## src/rtl/blink_period_meter.sv

```systemverilog
// Measures period and high time of a slow asynchronous square wave in clk cycles.
// Flags loss of activity when no rising edge is seen for TIMEOUT cycles.
module blink_period_meter #(
   parameter int unsigned CNT_W   = 27,
   parameter int unsigned TIMEOUT = 100000000
) (
   input  logic             clk,
   input  logic             reset,
   input  logic             sig_in,
   output logic [CNT_W-1:0] period,
   output logic [CNT_W-1:0] high_time,
   output logic             meas_valid,
   output logic             locked,
   output logic             timeout
);

   localparam logic [CNT_W-1:0] CntMax = CNT_W'(TIMEOUT - 1);
   localparam logic [CNT_W-1:0] One    = CNT_W'(1);

   typedef enum logic [0:0] {StWaitFirst, StMeasure} state_e;

   state_e           state_q, state_d;
   logic             s1_q, s2_q, s3_q;
   logic             rise;
   logic [CNT_W-1:0] cnt_q, cnt_d;
   logic [CNT_W-1:0] hcnt_q, hcnt_d;
   logic [CNT_W-1:0] period_q, period_d;
   logic [CNT_W-1:0] high_q, high_d;
   logic             valid_q, valid_d;
   logic             locked_q, locked_d;
   logic             timeout_q, timeout_d;

   assign rise = s2_q & ~s3_q;

   always_comb begin
      state_d   = state_q;
      cnt_d     = cnt_q;
      hcnt_d    = hcnt_q;
      period_d  = period_q;
      high_d    = high_q;
      valid_d   = 1'b0;
      locked_d  = locked_q;
      timeout_d = timeout_q;
      unique case (state_q)
         StWaitFirst: begin
            if (rise) begin
               state_d = StMeasure;
               cnt_d   = '0;
               hcnt_d  = One;
            end else if (cnt_q != CntMax) begin
               cnt_d = cnt_q + One;
            end else begin
               timeout_d = 1'b1;
            end
         end
         StMeasure: begin
            // An edge in the same cycle as the last count wins over the timeout.
            if (rise) begin
               period_d  = cnt_q + One;
               high_d    = hcnt_q;
               valid_d   = 1'b1;
               locked_d  = 1'b1;
               timeout_d = 1'b0;
               cnt_d     = '0;
               hcnt_d    = One;
            end else if (cnt_q == CntMax) begin
               state_d   = StWaitFirst;
               timeout_d = 1'b1;
               locked_d  = 1'b0;
            end else begin
               cnt_d = cnt_q + One;
               if (s2_q) hcnt_d = hcnt_q + One;
            end
         end
         default: state_d = StWaitFirst;
      endcase
   end

   always_ff @(posedge clk or posedge reset) begin
      if (reset) begin
         state_q   <= StWaitFirst;
         s1_q      <= 1'b0;
         s2_q      <= 1'b0;
         s3_q      <= 1'b0;
         cnt_q     <= '0;
         hcnt_q    <= '0;
         period_q  <= '0;
         high_q    <= '0;
         valid_q   <= 1'b0;
         locked_q  <= 1'b0;
         timeout_q <= 1'b0;
      end else begin
         state_q   <= state_d;
         s1_q      <= sig_in;
         s2_q      <= s1_q;
         s3_q      <= s2_q;
         cnt_q     <= cnt_d;
         hcnt_q    <= hcnt_d;
         period_q  <= period_d;
         high_q    <= high_d;
         valid_q   <= valid_d;
         locked_q  <= locked_d;
         timeout_q <= timeout_d;
      end
   end

   assign period     = period_q;
   assign high_time  = high_q;
   assign meas_valid = valid_q;
   assign locked     = locked_q;
   assign timeout    = timeout_q;

endmodule

```

## config.mk

```make
export PLATFORM = sky130hd
export DESIGN_NAME = blink_period_meter
export DESIGN_NICKNAME = d
export VERILOG_FILES = /design/src/rtl/blink_period_meter.sv
export SDC_FILE = /design/constraint.sdc
export NUM_CORES = 1
export LEC_CHECK = 0
export ABC_AREA = 1
export CELL_PAD_IN_SITES_DETAIL_PLACEMENT = 1
export CELL_PAD_IN_SITES_GLOBAL_PLACEMENT = 2
export CORE_ASPECT_RATIO = 1.5
export CORE_MARGIN = 2
export CORE_UTILIZATION = 36
export CTS_BUF_LIST = sky130_fd_sc_hd__clkbuf_8 sky130_fd_sc_hd__clkbuf_16
export DETAILED_ROUTE_END_ITERATION = 10
export PLACE_DENSITY = 0.83
export SYNTH_ARGS = -nofsm -noshare
export SYNTH_HDL_FRONTEND = slang
export SYNTH_SLANG_ARGS = --single-unit
```

## constraint.sdc

```tcl
create_clock -name clk -period 5.8 [get_ports clk]
set_input_delay 0.87 -clock clk [delete_from_list [all_inputs] [get_ports clk]]
set_output_delay 0.87 -clock clk [all_outputs]
set_load 0.02 [all_outputs]
```

==> results.toml, run 1 <==
[synth]
synthCells = 758
synth_area_um2 = 5840
synth-async-reset-ratio_pct = 100
syn-mean-instance-area_um2 = 7.71
synth.largest_area_cell = "dfrtp_1"
synth_top_area_share_pct = 49.2
synth_edf_count = 0
synth.most_common_cell = "nand2_1"
synth_cell_types = 31
synth_seq_cells = 115
synthesis.nets = 763
ys.flop_type = "dfrtp_1"
synth_warnings = 0
synthTopCellsByCount = "nand2_1, dfrtp_1, inv_1, nor2_1, o21ai_0"
ys_seq_area_share_pct = 49.2
synth_area_leaders = "dfrtp_1, nand2_1, inv_1"

[drt]
first_pass_iters = 4
routed_via_density = 5.01
wl_per_cell_um = 17.1
ant_nets = 0
drt-initial-drc-count = 184
drt-total-wl_mm = 17.7
drc = 0
route.vias.total = 5182

[layout]
syn_to_final_growth_pct = 23.4
nFillCells = 1983
seq_area_um2 = 2880
final_cells = 1035
multiInputGateArea_um2 = 2510
utilization_pct = 44.9
drive_above_1_share_pct = 10.1
n_antenna_cell = 0
final_area_um2 = 7210
nets = 821

[setup_path]
max_stage_delay_ns = 0.79
crit_slowest_cell = "nor2_1"
critPathKind = "reg2reg"
cp_cell_sequence = "inv_1 -> nor2_1 -> nand3_2 -> nand2_2 -> inv_2 -> nand2_1 -> o21ai_1"
critPathCaptureType = "flop"
startpoint_type = "flop"
critPathRequiredTime_ns = 6.08
path_max_fanout = 29
r2r_slack_ns = 2.25
critPathArrivalTime_ns = 3.83

[clock_network]
clock_sinks = 115
htreeDepth = 4
clk_pin_slew_ns = 0.06
postCtsSetupBuffers = 0
cts_buffer_depth = 2
cts_resized = 0
hold_buffers = 0
root_buffer = "clkbuf_16"
clk_latency_ns = 0.41
cts_tree = "built"
cts_made_buffers = 17

[floorplanning]
initial_core_util_pct = 36.4
io_pins = 60
die_w_um = 108
dieArea_um2 = 17300
fp-row-count = 57
die_h_um = 160
core_um2 = 16000

[power_and_ir_drop]
comb_power_share_pct = 8.7
intPower_mw = 1.63
power.density_nw_per_um2 = 304
switching_power_mw = 0.563
switching_share_pct = 25.7
vdd_drop_max_mv = 0.170
p_leak_nw = 3.24
sequentialPowerShare_pct = 39.8
pwr-share-clk_pct = 51.4

[place]
routabilityCongestion = 0.927
dpl_worst_slack_ns = 2.21
detailed_place_hpwl_mm = 13.2
port_buffers = 59
dp.cells = 1003
place_area_um2 = 6580

[timing]
final_hold_viol_count = 0
layout_setup_ws_ns = 2.25
post-route-period-util_pct = 61.2
fin_setup_tns_ns = 0
period_minus_slack_ns = 3.55
setup_viol = 0
rsz0062_at_grt = "no"
clock-skew-final_ns = 0.0105
max_freq_ghz = 0.282
drv_slew = 0
tightestPinTransition_ns = 1.01
relSlewSlack_pct = 32.5

[job]
max-cap-violations = 0

[grt]
grt_pass1_vias = 5751
track_usage_pct = 21.7
grt_max_degree = 80
grt.overflow.total = 0
grt_pass1_wl_mm = 29.0
antenna_found_initial = 0

[run_status]
outcome = "completed"

[worst_hold_path]
worstHoldPathType = "reg2reg"
==> kinds of logic after synthesis <==
| kind of cell | count (synthesis) | share of synthesized area, % |
|---|---|---|
| AND/OR/NAND/NOR | 435 | 32.2 |
| flip-flops | 115 | 49.2 |
| buffers and inverters | 109 | 7.88 |
| AO/OA/AOI/OAI | 82 | 7.94 |
| XOR/XNOR | 14 | 2.10 |
| adder cells (fa/ha/maj) | 2 | 0.428 |
| multiplexers | 1 | 0.171 |
==> cell usage in the layout (no fill, tap or decap), types with 3 or more instances in the layout <==
| master | instances |
|---|---|
| a21oi_1 | 9 |
| buf_4 | 3 |
| bufinv_16 | 4 |
| clkbuf_16 | 17 |
| clkdlybuf4s50_1 | 59 |
| clkinv_4 | 3 |
| clkinvlp_4 | 3 |
| dfrtp_1 | 115 |
| inv_1 | 81 |
| inv_2 | 4 |
| inv_6 | 3 |
| nand2_1 | 248 |
| nand2_2 | 17 |
| nand3_1 | 32 |
| nand3b_1 | 6 |
| nand4_1 | 27 |
| nor2_1 | 77 |
| nor2_2 | 8 |
| nor3_1 | 11 |
| o21ai_0 | 52 |
| o21ai_1 | 6 |
| o21ai_2 | 14 |
| xnor2_1 | 3 |
| xor2_1 | 11 |
==> final cells by class <==
cell class                 instances  area share, %
sequential                       115           39.9
multi-input combinational        534           34.8
timing repair buffer              62           8.50
clock buffer                      17           5.90
inverter                          86           4.51
tap                              206           3.57
clock inverter                    15           2.85
==> worst max-delay path: cells and delay by family, from the launching register on <==
kind                   cells  cell delay, ns
and+or+nand+nor            4            2.09
DFF                        1            0.66
AOI/OAI and AO/OA          1            0.07
buffers and inverters      2            0.60
==> per-stage QoR <==
| stage | power, mW | hold WS (ns) |
|---|---|---|
| after global placement | 1.08 | 0.359 |
| after detailed placement | 1.08 | 0.353 |
| after global routing | 2.28 | 0.368 |
| after floorplan | 1.00 | 0.331 |
| after CTS | 2.22 | 0.366 |
| final | 2.19 | 0.366 |
==> worst paths after layout <==
path	from	end	depth (start not counted)
worst max register to register	state_q$_DFF_PP0_	hcnt_q[4]$_DFFE_PP0P_	7
min in group asynchronous	reset	period[11]$_DFFE_PP0P_	2
worst max-delay path	state_q$_DFF_PP0_	hcnt_q[4]$_DFFE_PP0P_	7
worst min-delay path	s1_q$_DFF_PP0_	s2_q$_DFF_PP0_	0
worst min register to register	s1_q$_DFF_PP0_	s2_q$_DFF_PP0_	0
max in group asynchronous	reset	cnt_q[6]$_DFFE_PP0P_	3
==> power by group through the flow <==
stage          Clock, mW  Sequential [mW]  Combinational [mW]
6_report            1.13            0.873               0.192
5_1_grt             1.18            0.877               0.215
4_1_cts             1.15            0.874               0.199
2_1_floorplan          0            0.903              0.0987
3_3_place_gp           0            0.885               0.192
3_5_place_dp           0            0.887               0.198
==> flip-flops by register name, indices dropped and copies added, names as in the netlist <==
name / cells
s3_q: 1
high_time: 27
state_q: 1
hcnt_q: 27
timeout: 1
s2_q: 1
period: 27
s1_q: 1
meas_valid: 1
locked: 1
cnt_q: 27
==> routing by layer <==
| layer | track usage [%] | up-vias | routed length (µm) |
|---|---|---|---|
| met5 | 0 | - | 0 |
| met4 | 11.2 | 0 | 857 |
| met3 | 3.43 | 44 | 363 |
| met2 | 40.8 | 102 | 9890 |
| met1 | 22.6 | 2529 | 6580 |
| li1 | - | 2507 | - |
No activity file was read; power rests on OpenSTA's default activity.
==> inputs of run 2 (changes only) <==
- CORE_UTILIZATION: 36 -> 30
- PLACE_DENSITY: 0.83 -> 0.74
- clock period: 5.8 -> 3.1 ns (I/O delays scaled with it)
==> run 2 against run 1 <==
Net effect:
- count of clock-buffer cells in the layout is 5 higher
- sequential cell count stayed put
- global-route usage is 3.5 points lower
- final area is 2.3% higher
==> results.toml, run 2 (same netlist as run 1, synthesis figures left out) <==
[layout]
drive_above_1_share_pct = 10.7
final_common_cell = "nand2_1"
nets = 827
final_cells = 1091
nFillCells = 2362
syn_to_final_growth_pct = 26.2
final_cell_mix = "nand2_1, dfrtp_1, inv_1"
n_antenna_cell = 0

[clock_network]
cts_tree = "built"
postCtsSetupBuffers = 0
cts_buffer_depth = 2
clock_sinks = 115
clk_pin_slew_ns = 0.05
clk_latency_ns = 0.43
hold_buffers = 0
root_buffer = "clkbuf_16"
cts_made_buffers = 17
cts_resized = 0
htreeDepth = 4

[drt]
routed_via_density = 4.69
route.vias.total = 5122
drt-initial-drc-count = 162
ant_nets = 0
drt-total-wl_mm = 17.8
drc = 0
wl_per_cell_um = 16.3
first_pass_iters = 4

[power_and_ir_drop]
p_leak_nw = 3.30
vdd_drop_max_mv = 0.356
power.density_nw_per_um2 = 564

[place]
routabilityCongestion = 0.857
detailed_place_hpwl_mm = 13.2
dp.cells = 1059
port_buffers = 59

[grt]
grt_max_degree = 72
use_met1_pct = 18.7
track_usage_pct = 18.2
grt.overflow.total = 0
grt.busiest_layer = "met2"
grt_pass1_wl_mm = 29.1
grt_pass1_vias = 5557
grtUsageMet2_pct = 35.2
antenna_found_initial = 0
use_met3_pct = 3.66

[timing]
max_freq_ghz = 0.423
period_minus_slack_ns = 2.37
clock-skew-final_ns = 0.0129
relSlewSlack_pct = 52.0
fin_setup_tns_ns = 0
final_hold_viol_count = 0
post-route-period-util_pct = 76.3
tightestPinTransition_ns = 0.718
drv_slew = 0
rsz0062_at_grt = "no"
setup_viol = 0

[setup_path]
critPathArrivalTime_ns = 2.67
r2r_slack_ns = 0.73
critPathCaptureType = "flop"
startpoint_type = "flop"
path_max_fanout = 28
critPathKind = "reg2reg"
critPathRequiredTime_ns = 3.40

[floorplanning]
die_w_um = 118
die_h_um = 175
fp-row-count = 62
io_pins = 60
initial_core_util_pct = 30.5
dieArea_um2 = 20600
core_um2 = 19200

[job]
max-cap-violations = 0

[worst_hold_path]
worstHoldPathType = "reg2reg"

[run_status]
outcome = "completed"
==> run 2: worst max-delay path, cell delays in order (launching register included) <==
cell	delay (ns)
dfrtp_1	0.67
inv_1	0.27
nor2_1	0.16
buf_4	0.20
nand3_2	0.25
nand2_2	0.15
buf_4	0.40
o21ai_2	0.11
==> run 2: routing by layer <==
layer | share of wire [%] | wire length, µm
met5 | 0 | 0
met4 | 3.1 | 552
met3 | 2.2 | 383
met2 | 57 | 10100
met1 | 38 | 6780
==> run 2: power breakdown <==
group          switching (mW)  internal, mW
Combinational           0.236         0.136
Clock                   0.707          1.44
Sequential             0.0639          1.57
==> run 2: final cells by class <==
cell class	count	area, µm²	share of cell area [%]
Clock buffer	22	494	6.70
Inverter	86	327	4.43
Multi-Input combinational cell	534	2510	34.0
Timing Repair Buffer	68	696	9.43
Sequential cell	115	2880	39.0
Tap cell	256	320	4.34
Clock inverter	10	153	2.07
==> run 2: through the flow <==
| stage | total power [mW] | worst slack [ns] | cell area, µm² | hold slack [ns] | util, % |
|---|---|---|---|---|---|
| 6_report | 4.16 | 0.734 | 7370 | 0.377 | 38.5 |
| 3_5_place_dp | 2.05 | 0.740 | 6730 | 0.368 | 35.1 |
| 2_1_floorplan | 1.87 | 1.24 | 5850 | 0.331 | - |
| 5_1_grt | 4.33 | 0.531 | 7370 | 0.380 | 38.5 |
| 3_3_place_gp | 2.04 | 0.834 | 6730 | 0.357 | 35.1 |
| 4_1_cts | 4.22 | 0.716 | 7370 | 0.379 | 38.5 |
==> run 2: path summary, 6_finish.rpt <==
kind	start	end	cells past startpoint
setup / recovery	state_q$_DFF_PP0_	hcnt_q[11]$_DFFE_PP0P_	7
hold / removal	s2_q$_DFF_PP0_	s3_q$_DFF_PP0_	0
setup reg to reg	state_q$_DFF_PP0_	hcnt_q[11]$_DFFE_PP0P_	7
hold reg to reg	s2_q$_DFF_PP0_	s3_q$_DFF_PP0_	0
max in group asynchronous	reset	cnt_q[17]$_DFFE_PP0P_	3
min in group asynchronous	reset	cnt_q[9]$_DFFE_PP0P_	2
==> inputs of run 3 (changes only) <==
- CORE_UTILIZATION: 30 -> 33
- PLACE_DENSITY: 0.74 -> 0.77
- clock period: 3.1 -> 2.3 ns (I/O delays scaled with it)
==> run 3 against run 2 <==
Net effect:
- count of clock-buffer cells in the layout up 1
- sequential share of layout area up 0.82 points
- core utilization up 3.1 points
- critical path type unchanged
==> results.toml, run 3 (same netlist as run 1, synthesis figures left out) <==
[drt]
ant_nets = 0
routed_via_density = 4.94
drc = 0
drt-initial-drc-count = 142
first_pass_iters = 4
wl_per_cell_um = 17.2
drt-total-wl_mm = 18.0
route.vias.total = 5182

[layout]
nFillCells = 2138
drive_above_1_share_pct = 10.8
n_antenna_cell = 0
syn_to_final_growth_pct = 23.6
nets = 832
final_common_cell = "nand2_1"
final_cells = 1049
final_cell_mix = "nand2_1, dfrtp_1, inv_1"

[clock_network]
htreeDepth = 4
clock_sinks = 115
clk_latency_ns = 0.42
hold_buffers = 0
root_buffer = "clkbuf_16"
cts_made_buffers = 17
clk_pin_slew_ns = 0.05
postCtsSetupBuffers = 0
cts_tree = "built"
cts_buffer_depth = 2
cts_resized = 0

[power_and_ir_drop]
pwr-share-clk_pct = 47.2
vdd_drop_max_mv = 0.409
intPower_mw = 3.81
switching_power_mw = 1.31
comb_power_share_pct = 9.8
power.density_nw_per_um2 = 709
p_leak_nw = 3.26
sequentialPowerShare_pct = 43.0
switching_share_pct = 25.5
finalPower_mw = 5.12

[floorplanning]
dieArea_um2 = 18800
die_w_um = 113
io_pins = 60
die_h_um = 167
fp-row-count = 59
core_um2 = 17300
initial_core_util_pct = 33.7

[place]
dp.cells = 1021
routabilityCongestion = 0.880
detailed_place_hpwl_mm = 13.6
port_buffers = 59

[timing]
post-route-period-util_pct = 83.3
setup_viol = 0
final_hold_viol_count = 0
fin_setup_tns_ns = 0
max_freq_ghz = 0.522
tightestPinTransition_ns = 0.645
relSlewSlack_pct = 57.0
drv_slew = 0
rsz0062_at_grt = "no"
period_minus_slack_ns = 1.92
clock-skew-final_ns = 0.00787

[setup_path]
crit_slowest_cell = "dfrtp_1"
critPathKind = "reg2reg"
critPathArrivalTime_ns = 2.27
critPathRequiredTime_ns = 2.65
cp_cell_sequence = "ha_1 -> nand3_2 -> inv_2 -> nand2_4 -> nor2_2 -> nand2_1 -> xor2_1 -> inv_1 -> nor2_1"
startpoint_type = "flop"
reg2regPathDepth = 9
max_stage_delay_ns = 0.42
path_max_fanout = 6
critPathCaptureType = "flop"

[job]
max-cap-violations = 0

[grt]
antenna_found_initial = 0
grt_pass1_wl_mm = 30.3
grt_max_degree = 80
grt.overflow.total = 0
grt_pass1_vias = 5788
track_usage_pct = 20.7

[run_status]
outcome = "completed"

[worst_hold_path]
worstHoldPathType = "in2async"
==> run 3: cell types whose count changed in the layout (fill, tap and decap cells not counted), sizes merged <==
cell and change:
buf +5, bufinv -4, clkinv -3, clkinvlp +2, clkbuf +1
==> run 3: critical path, delay by kind of cell (launching register included) <==
kind	cells	cell delay [ns]
buf+inv	2	0.21
fa+ha+maj	1	0.25
flops	1	0.42
xor+xnor	1	0.36
simple gates	5	0.61
==> run 3: power groups by stage <==
stage,sequential (mW),clock (mW),combinational [mW]
after global placement,2.23,0,0.508
after detailed placement,2.24,0,0.515
final,2.21,2.42,0.503
after CTS,2.21,2.48,0.517
after floorplan,2.28,0,0.249
after global routing,2.22,2.56,0.558
==> run 3: routing by layer <==
metal	global-route usage (%)	wire, µm	vias to the layer above
li1	-	-	2525
met1	21.7	6770	2538
met2	39.2	10200	81
met3	3.93	416	38
met4	9.12	625	0
met5	0	0	-
==> run 3: path summary, 6_finish.rpt <==
check,to,slack [ns],from
max,cnt_q[12]$_DFFE_PP0P_,0.38,cnt_q[0]$_DFFE_PP0P_
min,period[14]$_DFFE_PP0P_,0.16,reset
max reg2reg,cnt_q[12]$_DFFE_PP0P_,0.38,cnt_q[0]$_DFFE_PP0P_
min reg2reg,s2_q$_DFF_PP0_,0.39,s1_q$_DFF_PP0_
max in group asynchronous,s2_q$_DFF_PP0_,1.31,reset
min in group clk,s1_q$_DFF_PP0_,0.38,sig_in
==> run 3: area by class of cell <==
type	instances	area, µm²	share of cell area (%)
Clock buffer	23	508	7.03
Clock inverter	5	28.8	0.398
Inverter	86	327	4.52
Multi-Input combinational cell	534	2510	34.7
Sequential cell	115	2880	39.8
Tap cell	213	267	3.69
Timing Repair Buffer	73	708	9.81
==> run 3: stage by stage <==
| stage | hold WS (ns) | setup WS, ns | instance area [µm²] | utilization, % |
|---|---|---|---|---|
| final | 0.164 | 0.384 | 7220 | 41.6 |
| after detailed placement | 0.360 | 0.375 | 6690 | 38.5 |
| after CTS | 0.154 | 0.365 | 7220 | 41.6 |
| after global routing | 0.180 | 0.175 | 7220 | 41.6 |
| after global placement | 0.361 | 0.391 | 6690 | 38.5 |
| after floorplan | 0.331 | 0.556 | 5850 | - |
